===== config.mk =====
export PLATFORM = sky130hd
export DESIGN_NAME = imsic_msi_ingress
export DESIGN_NICKNAME = d
export VERILOG_FILES = /design/src/rtl/imsic_msi_ingress.sv
export SDC_FILE = /design/constraint.sdc
export NUM_CORES = 1
export LEC_CHECK = 0
export ABC_AREA = 1
export ABC_CLOCK_PERIOD_IN_PS = 3300
export CORE_ASPECT_RATIO = 0.8
export CORE_MARGIN = 4
export CORE_UTILIZATION = 50
export DETAILED_ROUTE_END_ITERATION = 10
export GPL_ROUTABILITY_DRIVEN = 0
export PLACE_DENSITY = 0.74
export SYNTH_ARGS = -nofsm -noshare
export SYNTH_HDL_FRONTEND = slang
export SYNTH_SLANG_ARGS = --single-unit

===== constraint.sdc =====
create_clock -name clk_i -period 3.3 [get_ports clk_i]
set_input_delay 0.66 -clock clk_i [delete_from_list [all_inputs] [get_ports clk_i]]
set_output_delay 0.66 -clock clk_i [all_outputs]
set_load 0.02 [all_outputs]

===== src/rtl/imsic_msi_ingress.sv =====
// imsic_msi_ingress
//   Ingress buffer between the SoC MSI write path and the per-hart IMSIC
//   interrupt files. MSI writes (file select + EIID) are filtered for
//   legality, buffered in a small FIFO and drained as one set-pending
//   request per cycle.
//
// Ports:
//   clk_i, rst_ni            clock, synchronous active-low reset
//   msi_valid_i/ready_o      MSI write handshake (ready = !full, no path from setip_ready_i)
//   msi_file_i, msi_eiid_i   target interrupt file and identity
//   setip_valid_o/ready_i    set-pending request handshake
//   setip_file_o/eiid_o      head entry payload
//   occ_o                    current FIFO occupancy
//   drop_cnt_o               saturating count of filtered (illegal) writes
//   drop_cnt_clr_i           synchronous clear of drop_cnt_o (wins over increment)
//
// Optional feature macro: IMSIC_MSI_COALESCE_EN
//   When defined, a legal write matching any buffered (file, eiid) entry is
//   consumed without being enqueued or counted.
module imsic_msi_ingress #(
  parameter int unsigned NrIntpFiles    = 3,
  parameter int unsigned NrSourcesImsic = 64,
  parameter int unsigned FifoDepth      = 4,
  parameter int unsigned FileW          = (NrIntpFiles > 1) ? $clog2(NrIntpFiles) : 1,
  parameter int unsigned CntW           = 16
) (
  input  logic                           clk_i,
  input  logic                           rst_ni,
  input  logic                           msi_valid_i,
  output logic                           msi_ready_o,
  input  logic [FileW-1:0]               msi_file_i,
  input  logic [10:0]                    msi_eiid_i,
  output logic                           setip_valid_o,
  input  logic                           setip_ready_i,
  output logic [FileW-1:0]               setip_file_o,
  output logic [10:0]                    setip_eiid_o,
  output logic [$clog2(FifoDepth):0]     occ_o,
  output logic [CntW-1:0]                drop_cnt_o,
  input  logic                           drop_cnt_clr_i
);

  localparam int unsigned PtrW = $clog2(FifoDepth);

  // Limits widened by one bit so the maximum legal parameter values still fit.
  localparam logic [11:0]    SrcLim  = 12'(NrSourcesImsic);
  localparam logic [FileW:0] FileLim = (FileW+1)'(NrIntpFiles);
  localparam logic [PtrW:0]  DepthV  = (PtrW+1)'(FifoDepth);

  logic [FileW-1:0] mem_file [FifoDepth];
  logic [10:0]      mem_eiid [FifoDepth];

  // Extra wrap bit distinguishes full from empty.
  logic [PtrW:0] wr_ptr, rd_ptr;
  logic [PtrW:0] occ;
  logic          full;
  logic          accept, illegal, dup, push, pop;

  assign occ     = wr_ptr - rd_ptr;
  assign full    = (occ == DepthV);
  assign occ_o   = occ;

  assign msi_ready_o   = rst_ni && !full;
  assign setip_valid_o = (occ != '0);
  assign setip_file_o  = mem_file[rd_ptr[PtrW-1:0]];
  assign setip_eiid_o  = mem_eiid[rd_ptr[PtrW-1:0]];

  assign accept  = msi_valid_i && msi_ready_o;
  assign illegal = (msi_eiid_i == '0)
                || ({1'b0, msi_eiid_i} >= SrcLim)
                || ({1'b0, msi_file_i} >= FileLim);

`ifdef IMSIC_MSI_COALESCE_EN
  // Match against entries present at the start of the cycle; an entry being
  // popped this cycle still counts, since its pending bit is set regardless.
  always_comb begin
    logic [PtrW-1:0] offs;
    dup  = 1'b0;
    offs = '0;
    for (int unsigned i = 0; i < FifoDepth; i++) begin
      offs = PtrW'(i) - rd_ptr[PtrW-1:0];
      if (({1'b0, offs} < occ) &&
          (mem_file[i] == msi_file_i) && (mem_eiid[i] == msi_eiid_i))
        dup = 1'b1;
    end
  end
`else
  assign dup = 1'b0;
`endif

  assign push = accept && !illegal && !dup;
  assign pop  = setip_valid_o && setip_ready_i;

  always_ff @(posedge clk_i) begin
    if (!rst_ni) begin
      wr_ptr <= '0;
      rd_ptr <= '0;
      for (int unsigned i = 0; i < FifoDepth; i++) begin
        mem_file[i] <= '0;
        mem_eiid[i] <= '0;
      end
    end else begin
      if (push) begin
        mem_file[wr_ptr[PtrW-1:0]] <= msi_file_i;
        mem_eiid[wr_ptr[PtrW-1:0]] <= msi_eiid_i;
        wr_ptr <= wr_ptr + 1'b1;
      end
      if (pop)
        rd_ptr <= rd_ptr + 1'b1;
    end
  end

  always_ff @(posedge clk_i) begin
    if (!rst_ni)
      drop_cnt_o <= '0;
    else if (drop_cnt_clr_i)
      drop_cnt_o <= '0;
    else if (accept && illegal && (drop_cnt_o != '1))
      drop_cnt_o <= drop_cnt_o + 1'b1;
  end

`ifndef SYNTHESIS
  a_no_push_full: assert property (@(posedge clk_i) disable iff (!rst_ni)
    push |-> !full);
  a_no_pop_empty: assert property (@(posedge clk_i) disable iff (!rst_ni)
    pop |-> (occ != '0));
  a_stall_stable: assert property (@(posedge clk_i) disable iff (!rst_ni)
    (setip_valid_o && !setip_ready_i) |=>
      ($stable(setip_file_o) && $stable(setip_eiid_o)));
`endif

endmodule


==> impl_metrics.toml <==
[final_layout]
synthToLayoutAreaGrowth_pct = 25.31
fin_util_pct = 65.25
fillerInstances = 575
drive_above_1_share_pct = 12.18
diodes = 0
nets = 486
final_common_cell = "nor2_1"
final_cell_mix = "88 x nor2_1, 52 x edfxtp_1, 49 x clkdlybuf4s50_1"

[floorplanning]
coreArea_um2 = 6959
die-area_um2 = 8681
rows = 27
die_w_um = 103.2
initial_core_util_pct = 52.07
fp.dieH_um = 84.14
io_pins = 52

[worst_setup_path]
critical_path.cell_chain = "inv_1, ha_1, fa_1, nand2_1, nand2_1, nand2_2, nand2_1, inv_1, clkdlybuf4s50_1"
critPathRequiredTime_ns = 2.64
crit_top_cell = "nand2_1"
arrival_ns = 2.45
cp-end-kind = "output port"
path_buf_inv = 3
slowest_delay_ns = 0.59
critPathMaxFanout = 5
path_class = "reg -> out"
path_delay_family = "buffers and inverters"
critPathSlowestCell = "clkdlybuf4s50_1"
start_kind = "flop"

[place]
port_buffers = 51
pre_cts_ws_ns = 0.4629
dp_hpwl_um = 5504

[timing]
rsz0062_at_grt = "false"
fin_ws_ns = 0.1921
report.final.slew_viol_count = 0
worst_pin_slew_ns = 0.6235
relSlewSlack_pct = 58.39
hold_ws_ns = 0.5144
period_share_pct = 94.18
fin_skew_ns = 0.006925
timing.fmax_mhz = 321.8
finalSetupTns_ns = 0
hold_violations = 0
finalCriticalPeriod_ns = 3.108
setup_viol = 0

[pwr]
finalPower_mw = 2.761
p_per_area_nw_per_um2 = 608.1
leakagePower_nw = 1.773
ir_drop_mv = 0.5157

[clocking]
cts_sinks = 76
cts_max_path_buffers = 2
htree_levels = 3
cts_setup_buffers = 0
numCtsBuffers = 9
cts_tree = "built"
path_clk_slew_ns = 0.08
root_buffer = "clkbuf_8"
post_cts_resized = 0
clock_latency_ns = 0.34
ctsHoldBuffers = 0

[synthesis]
netlist.area_leader.share_pct = 43.09
ys_warn_count = 0
yosysTopAreaCell = "edfxtp_1"
syn_area_um2 = 3623
yosysUniqueCellTypes = 32
synth.area.top_cells = "edfxtp_1 43%, dfxtp_1 13%, nor2_1 9.1%"
ys_seq_area_share_pct = 56.35
synth-seq-cells = 76
synth_area_per_cell_um2 = 9.387
syn_inst = 386

[route]
firstDrtPassIters = 4
drt-vias-per-instance = 5.004
wl_met2_um = 3621
avgRoutedWirePerCell_um = 14.17
top_layer = "met4"
drt-initial-drc-count = 119
remaining_drc_errors = 0
antenna_left = 0
num_vias = 2777
wirelength_um = 7863
drt-met1-wl_um = 3577
wl_met3_um = 579

[grt]
gr-total-overflow = 0
grt_pass1_wl_um = 13030
grt_pass1_vias = 2700
antenna_found_initial = 0
grt_max_degree = 21
grt_usage_pct = 19.55

[outcome]
status = "finished, final reports clean"

[hold_path]
hold_path_class = "reg -> reg"

[run]
maxCapViolations = 0
-- final timing paths --
path                           from                      endpoint  slack, ns  depth (start not counted)
max          wr_ptr[0]$_SDFFE_PN0P_                      occ_o[2]       0.19                          9
min          wr_ptr[2]$_SDFFE_PN0P_        wr_ptr[2]$_SDFFE_PN0P_       0.51                          2
max reg2reg  wr_ptr[0]$_SDFFE_PN0P_  mem_eiid[2][2]$_SDFFCE_PN0P_       0.63                         13
min reg2reg  wr_ptr[2]$_SDFFE_PN0P_        wr_ptr[2]$_SDFFE_PN0P_       0.51                          2
-- tightest hold or removal path: stages (launching register included) --
cell	delay (ns)
dfxtp_1	0.35
nand2_1	0.07
a21oi_1	0.05
-- where the power goes --
| group | total (mW) | switching [mW] | leakage [nW] | internal (mW) |
|---|---|---|---|---|
| clock network | 0.770 | 0.327 | 0.107 | 0.443 |
| registers | 1.12 | 0.0518 | 0.720 | 1.07 |
| logic | 0.871 | 0.510 | 0.946 | 0.361 |
-- through the flow --
stage	area, um^2	instances
floorplan	3695	405
global placement	4318	539
detailed placement	4318	539
CTS	4536	555
global route	4541	555
finish	4541	555
-- sequential cells by signal, indices dropped and copies added, names as in the netlist, named ones only --
register and flops:
mem_eiid 44, drop_cnt_o 16, mem_file 8, rd_ptr 3, wr_ptr 3
-- final cells by class --
type | instances | area (um^2) | share of cell area (%)
multi-input combinational | 285 | 1473 | 32.43
tap | 87 | 108.9 | 2.397
clock inverter | 5 | 76.32 | 1.681
timing repair buffer | 60 | 583.1 | 12.84
sequential | 76 | 2042 | 44.97
inverter | 31 | 116.4 | 2.563
clock buffer | 11 | 141.4 | 3.114
-- cells in the mapped netlist --
cell type,number
nand3_1,7
inv_1,29
o21ai_0,36
clkbuf_1,8
nand2_4,1
nor2_8,1
nor2_4,2
nor2_2,1
nand2_2,12
nor2_1,88
buf_2,3
buf_1,1
o22ai_1,13
xor2_1,9
buf_8,1
nand4_1,1
nand4_2,1
a21oi_1,10
a21oi_2,9
inv_2,2
nand3_2,3
nor3_1,1
fa_1,1
edfxtp_1,52
nand2_1,48
o21ai_2,1
nand3_4,1
dfxtp_1,24
conb_1,1
xnor2_1,6
ha_1,4
o21ai_1,9
-- logic make-up (layout without fill, tap and decap cells) --
| group | Yosys count | count (layout) | share of synthesized area (%) |
|---|---|---|---|
| AOI/OAI and AO/OA | 78 | 78 | 12.26 |
| xor gates and xnor gates | 15 | 15 | 3.626 |
| adders and majority gates | 5 | 5 | 1.934 |
| buffers and inverters | 44 | 107 | 4.972 |
| DFF | 76 | 76 | 56.35 |
| other | 1 | 20 | 0.1035 |
| and+or+nand+nor | 167 | 167 | 20.75 |
-- routing by layer --
metal / GRT usage [%] / vias to the layer above
met5: 0 / -
met4: 6.235 / 0
met3: 6.312 / 8
met2: 29.53 / 93
met1: 26.77 / 1250
li1: - / 1426
Note: power is estimated with default switching activity, not from simulation.
